**src/rtl/update1_pkg.sv**
```systemverilog
// Shared constants for the update1 issue/write-back slice: default widths,
// instruction field layout and the ALU opcode encodings.
package update1_pkg;

    localparam int DEF_DATA_W = 16;
    localparam int DEF_NREGS  = 8;
    localparam int DEF_CNT_W  = 16;
    localparam int REG_W      = 3;
    localparam int INSTR_W    = 16;

    localparam int OPC_LSB = 13;
    localparam int OPC_W   = 3;
    localparam int RD_LSB  = 10;
    localparam int RS1_LSB = 7;
    localparam int IMM_BIT = 6;
    localparam int RS2_LSB = 3;
    localparam int IMM_W   = 6;

    localparam logic [OPC_W-1:0] OP_ADD = 3'b000;
    localparam logic [OPC_W-1:0] OP_SUB = 3'b001;
    localparam logic [OPC_W-1:0] OP_AND = 3'b010;
    localparam logic [OPC_W-1:0] OP_OR  = 3'b011;
    localparam logic [OPC_W-1:0] OP_XOR = 3'b100;
    localparam logic [OPC_W-1:0] OP_MUL = 3'b101;
    localparam logic [OPC_W-1:0] OP_INC = 3'b110;
    localparam logic [OPC_W-1:0] OP_DEC = 3'b111;

endpackage

```
**src/rtl/update1_regfile.sv**
```systemverilog
// Register file for the update1 slice: two combinational operand read ports,
// one debug read port and one synchronous write port, cleared by async reset.
module update1_regfile
    import update1_pkg::*;
#(
    parameter int DATA_W = DEF_DATA_W,
    parameter int NREGS  = DEF_NREGS
) (
    input  logic              clk,
    input  logic              rst,
    input  logic              we,
    input  logic [REG_W-1:0]  waddr,
    input  logic [DATA_W-1:0] wdata,
    input  logic [REG_W-1:0]  raddr_a,
    output logic [DATA_W-1:0] rdata_a,
    input  logic [REG_W-1:0]  raddr_b,
    output logic [DATA_W-1:0] rdata_b,
    input  logic [REG_W-1:0]  dbg_addr,
    output logic [DATA_W-1:0] dbg_data
);

    logic [DATA_W-1:0] mem [NREGS];

    always_ff @(posedge clk or posedge rst) begin
        if (rst) begin
            for (int i = 0; i < NREGS; i++) begin
                mem[i] <= '0;
            end
        end else if (we) begin
            mem[waddr] <= wdata;
        end
    end

    assign rdata_a  = mem[raddr_a];
    assign rdata_b  = mem[raddr_b];
    assign dbg_data = mem[dbg_addr];

endmodule

```
**src/rtl/update1_issue_wb.sv**
```systemverilog
// Issue and write-back stage feeding the mini-core's combinational ALU.
// Optional macro UPDATE1_IMM_EN: instr[6] selects a zero-extended 6-bit immediate for b.
module update1_issue_wb
    import update1_pkg::*;
#(
    parameter int DATA_W = DEF_DATA_W,
    parameter int NREGS  = DEF_NREGS,
    parameter int CNT_W  = DEF_CNT_W
) (
    input  logic               clk,
    input  logic               rst,
    input  logic               instr_valid,
    input  logic [INSTR_W-1:0] instr,
    output logic               instr_ready,
    input  logic               halt,
    output logic [OPC_W-1:0]   alu_opcode,
    output logic [DATA_W-1:0]  alu_a,
    output logic [DATA_W-1:0]  alu_b,
    input  logic [DATA_W-1:0]  alu_result,
    output logic               wb_valid,
    output logic [REG_W-1:0]   wb_rd,
    output logic [DATA_W-1:0]  wb_data,
    output logic [CNT_W-1:0]   retire_count,
    input  logic [REG_W-1:0]   dbg_addr,
    output logic [DATA_W-1:0]  dbg_data
);

    localparam logic [CNT_W-1:0] CNT_ONE = 1;

    logic [OPC_W-1:0]  opc;
    logic [REG_W-1:0]  rd;
    logic [REG_W-1:0]  rs1;
    logic [REG_W-1:0]  rs2;
    logic              accept;
    logic              iss_valid;
    logic [REG_W-1:0]  iss_rd;
    logic [DATA_W-1:0] rf_a;
    logic [DATA_W-1:0] rf_b;
    logic [DATA_W-1:0] op_a;
    logic [DATA_W-1:0] op_b;

    assign opc = instr[OPC_LSB +: OPC_W];
    assign rd  = instr[RD_LSB  +: REG_W];
    assign rs1 = instr[RS1_LSB +: REG_W];
    assign rs2 = instr[RS2_LSB +: REG_W];

    assign instr_ready = !halt && !rst;
    assign accept      = instr_valid && instr_ready;

    update1_regfile #(
        .DATA_W (DATA_W),
        .NREGS  (NREGS)
    ) u_regfile (
        .clk      (clk),
        .rst      (rst),
        .we       (iss_valid),
        .waddr    (iss_rd),
        .wdata    (alu_result),
        .raddr_a  (rs1),
        .rdata_a  (rf_a),
        .raddr_b  (rs2),
        .rdata_b  (rf_b),
        .dbg_addr (dbg_addr),
        .dbg_data (dbg_data)
    );

    // The in-flight result is written this same edge, so a reader must take it from the ALU.
    always_comb begin
        op_a = (iss_valid && iss_rd == rs1) ? alu_result : rf_a;
        op_b = (iss_valid && iss_rd == rs2) ? alu_result : rf_b;
`ifdef UPDATE1_IMM_EN
        if (instr[IMM_BIT]) begin
            op_b = {{(DATA_W-IMM_W){1'b0}}, instr[IMM_W-1:0]};
        end
`endif
    end

`ifdef UPDATE1_IMM_EN
    logic unused_bits;
    assign unused_bits = ^instr[RS2_LSB-1:0];
`else
    logic unused_bits;
    assign unused_bits = ^{instr[IMM_BIT], instr[RS2_LSB-1:0]};
`endif

    always_ff @(posedge clk or posedge rst) begin
        if (rst) begin
            iss_valid  <= 1'b0;
            iss_rd     <= '0;
            alu_opcode <= '0;
            alu_a      <= '0;
            alu_b      <= '0;
        end else begin
            iss_valid <= accept;
            if (accept) begin
                iss_rd     <= rd;
                alu_opcode <= opc;
                alu_a      <= op_a;
                alu_b      <= op_b;
            end
        end
    end

    always_ff @(posedge clk or posedge rst) begin
        if (rst) begin
            wb_valid     <= 1'b0;
            wb_rd        <= '0;
            wb_data      <= '0;
            retire_count <= '0;
        end else begin
            wb_valid <= iss_valid;
            if (iss_valid) begin
                wb_rd        <= iss_rd;
                wb_data      <= alu_result;
                retire_count <= retire_count + CNT_ONE;
            end
        end
    end

endmodule

```
**config.mk**
```make
export PLATFORM = sky130hd
export DESIGN_NAME = update1_issue_wb
export DESIGN_NICKNAME = d
export VERILOG_FILES = /design/src/rtl/update1_pkg.sv /design/src/rtl/update1_regfile.sv /design/src/rtl/update1_issue_wb.sv
export SDC_FILE = /design/constraint.sdc
export NUM_CORES = 1
export LEC_CHECK = 0
export ABC_AREA = 0
export CELL_PAD_IN_SITES_DETAIL_PLACEMENT = 1
export CELL_PAD_IN_SITES_GLOBAL_PLACEMENT = 2
export CORE_MARGIN = 2
export CORE_UTILIZATION = 44
export CTS_CLUSTER_SIZE = 24
export DETAILED_ROUTE_END_ITERATION = 10
export PLACE_DENSITY_LB_ADDON = 0.1
export SYNTH_ARGS = -nofsm -noshare
export SYNTH_HDL_FRONTEND = slang
export SYNTH_SLANG_ARGS = --single-unit
```
**constraint.sdc**
```tcl
create_clock -name clk -period 11.1 [get_ports clk]
set_input_delay 1.11 -clock clk [delete_from_list [all_inputs] [get_ports clk]]
set_output_delay 1.11 -clock clk [all_outputs]
set_load 0.02 [all_outputs]
```
==> results.sh <==
export IMPL_run_status="complete, no violations"
export IMPL_synth_area_um2=10800
export IMPL_initial_core_util=0.446
export IMPL_largest_net_degree_at_the_start_of_global_routing=123
export IMPL_category_of_the_critical_setup_timing_path="primary input to output pin"
export IMPL_clock_tree_from_tritoncts="yes"
export IMPL_worst_slew_pin_slew_ns=1.05
export IMPL_htree_levels=1
export IMPL_crit_path_start_kind="primary input"
export IMPL_wl_cell_um=26.2
export IMPL_timing_critical_path_to_type="output pin"
export IMPL_antenna_violations_before_repair=0
export IMPL_die_w_um=161
export IMPL_core_area_um2=24200
export IMPL_seq_area_um2=5080
export IMPL_power_clock_fraction=0.269
export IMPL_reg2regPathDepth=5
export IMPL_category_of_cells_accounting_for_the_largest_share_of_critical_path_delay="buffers and inverters"
export IMPL_hpwlAfterDp_um=18500
export IMPL_netlist_instances=712
export IMPL_grt_setup_unrepaired="false"
export IMPL_min_delay_path_depth=1
export IMPL_critical_path_depth=5
export IMPL_seq_power_share=0.416
export IMPL_die_y_um=161
export IMPL_cts_root_buffer_cell="sky130_fd_sc_hd__clkbuf_16"
export IMPL_fin_crit_ns=4.43
export IMPL_antenna_cells_inserted=0
export IMPL_dominantRegCellSynth="sky130_fd_sc_hd__dfrtp_1"
export IMPL_top_level_ports=127
export IMPL_synthTopCellsByArea="sky130_fd_sc_hd__dfrtp_1 (47%), sky130_fd_sc_hd__mux4_2 (20%), sky130_fd_sc_hd__mux2_2 (17%)"
export IMPL_cp_cell_sequence="clkdlybuf4s50_1 -> buf_4 -> mux4_2 -> mux2_2 -> clkdlybuf4s50_1"
export IMPL_detail_route_first_pass_iterations=6
export IMPL_synth_async_sr_flop_share=1.00
export IMPL_power_report_internal_total_uw=1940
export IMPL_hold_buffers=0
export IMPL_timing_max_slew_rel_slack=0.299
export IMPL_design_final_nets=856
export IMPL_grt_pass1_vias=7798
export IMPL_n_fill_cell=2263
export IMPL_synth_common_cells="sky130_fd_sc_hd__dfrtp_1 (203), sky130_fd_sc_hd__mux2_2 (163), sky130_fd_sc_hd__mux4_2 (96)"
export IMPL_vdd_drop_max_uv=124
export IMPL_net_switching_power_uw=843
export IMPL_critical_path_slowest_stage_cell="sky130_fd_sc_hd__clkdlybuf4s50_1"
export IMPL_worst_min_delay_path_category="register to register"
export IMPL_final_hold_violation_count=0
export IMPL_min_period_over_period=0.399
export IMPL_synth_most_common_cell="sky130_fd_sc_hd__dfrtp_1"
export IMPL_grt_use_total=0.241
export IMPL_crit_top_cell="sky130_fd_sc_hd__clkdlybuf4s50_1"
export IMPL_number_of_distinct_library_cells_after_synthesis=31
export IMPL_post_route_util=0.537
export IMPL_timing_clock_skew_ns=0.00670
export IMPL_multi_input_area_um2=5360
export IMPL_report_final_setup_viol=0
export IMPL_leakage_uw=0.00532
export IMPL_slew_viol_final=0
export IMPL_cts_setup_buffers=0
export IMPL_viasPerCell=6.06
export IMPL_post_synthesis_to_final_layout_area_growth_pct=20.4
export IMPL_clkLatencyLatePin_ns=0.51
export IMPL_postRouteAntennaNets=0
export IMPL_clkSlewWorstSetupHoldPaths_ns=0.06
export IMPL_pwr_dens_nw_per_um2=214
export IMPL_synth_edff_count=0
export IMPL_synth_area_leader_cell="sky130_fd_sc_hd__dfrtp_1"
export IMPL_cts_resized=0
export IMPL_clock_fmax_mhz=226
export IMPL_vias=7016
export IMPL_detailedRoute_firstIterationViolations=329
export IMPL_path_max_fanout=32
export IMPL_globalplace_congestion=0.787
export IMPL_number_of_buffers_on_the_longest_clock_path=3
export IMPL_worst_endpoint_required_ns=9.99
export IMPL_combPwrFrac=0.314
export IMPL_critical_path_max_stage_delay_ns=0.55
export IMPL_synth_top_area_frac=0.471
export IMPL_drc_errors=0
export IMPL_cap_violations=0
export IMPL_cp_arrival_ns=3.32
export IMPL_syn_area_per_cell_um2=15.2
export IMPL_route_final_wire_length_um=30300
export IMPL_critical_path_n_buffers_inverters=3
export IMPL_grt_overflow_total=0
export IMPL_synthesis_yosys_warnings=0
export IMPL_switching_share=0.303
export IMPL_number_of_buffers_added_by_the_clock_tree_synthesis_step=24
export IMPL_cts_num_sinks=203
export IMPL_final_layout_setup_total_negative_slack_ns=0
export IMPL_floorplan_die_area_um2=25800
export IMPL_synth_seq_area_share=0.471
export IMPL_grt_first_pass_wirelength_um=47700
export IMPL_synth_net_count=752
export IMPL_placement_io_buffers=122
export IMPL_std_cell_rows=57
export IMPL_final_layout_size_suffix_gt1_frac=0.399
export IMPL_ys_seq_elements=203
## sequential cells by signal, summed over array words and instances, names as in the netlist
name,count
u_regfile.mem,128
retire_count,16
alu_b,16
wb_data,16
wb_rd,3
alu_a,16
alu_opcode,3
wb_valid,1
iss_rd,3
iss_valid,1
## layout make-up
type / count / share of cell area
clock buffer: 40 / 0.0564
clock inverter: 3 / 0.00116
inverter: 4 / 0.00173
multi-input combinational: 438 / 0.413
sequential: 203 / 0.391
tap: 324 / 0.0312
timing repair buffer: 145 / 0.105
## power by group through the flow
| stage | logic [µW] | registers, µW | clock network [µW] |
|---|---|---|---|
| final | 874 | 1160 | 749 |
| after global routing | 929 | 1190 | 800 |
| after CTS | 883 | 1150 | 770 |
| after global placement | 856 | 1140 | 0 |
| after floorplan | 547 | 1160 | 0 |
| after detailed placement | 878 | 1160 | 0 |
## metal layers
metal / track usage / wire length, µm / vias up / share of wire
met5: 0 / 0 / - / 0
met1: 0.315 / 12600 / 3829 / 0.42
met3: 0.0385 / 1550 / 41 / 0.051
met2: 0.427 / 15700 / 186 / 0.52
met4: 0.0495 / 445 / 0 / 0.015
li1: - / - / 2960 / -
## cell families after synthesis
| logic type | after synthesis | synth area share |
|---|---|---|
| mux | 291 | 0.400 |
| flops | 203 | 0.471 |
| simple gates | 90 | 0.0415 |
| buf+inv | 71 | 0.0339 |
| compound gates | 35 | 0.0353 |
| xor+xnor | 21 | 0.0170 |
| fa+ha+maj | 1 | 0.00116 |
## placed cells by master (no fill, tap or decap), drive strengths merged, types with 3 or more instances in the layout
master         netlist  final
clkdlybuf4s50        0    117
xor2                12     12
dfrtp              203    203
buf                 43     28
nor2                39     39
inv                  3      3
mux4                96     96
nand2               24     24
mux2               163    163
a221o               32     32
clkbuf              24     40
xnor2                9      9
nand4b               3      3
nand4                5      5
nand3                6      6
clkinv               1      4
mux2i               32     32
## path summary, 6_finish.rpt
kind,startpoint,end,slack (ns)
min reg2reg,retire_count[15]$_DFFE_PP0P_,retire_count[15]$_DFFE_PP0P_,0.47
min,retire_count[15]$_DFFE_PP0P_,retire_count[15]$_DFFE_PP0P_,0.47
max in group asynchronous,rst,u_regfile.mem[93]$_DFFE_PP0P_,8.28
min in group asynchronous,rst,alu_b[12]$_DFFE_PP0P_,1.18
max reg2reg,iss_valid$_DFF_PP0_,alu_a[15]$_DFFE_PP0P_,8.17
max,dbg_addr[1],dbg_data[9],6.67
## through the flow
step	total power (µW)	instance area [µm²]	cells	hold slack (ns)	setup WS, ns
floorplan	1710	10800	712	0.439	4.45
global placement	1990	12200	1114	0.463	6.71
global route	2920	13000	1157	0.517	6.64
CTS	2810	13000	1157	0.485	6.67
detailed placement	2040	12200	1114	0.472	6.68
finish	2780	13000	1157	0.473	6.67
Note: power is estimated with default switching activity, not from simulation.
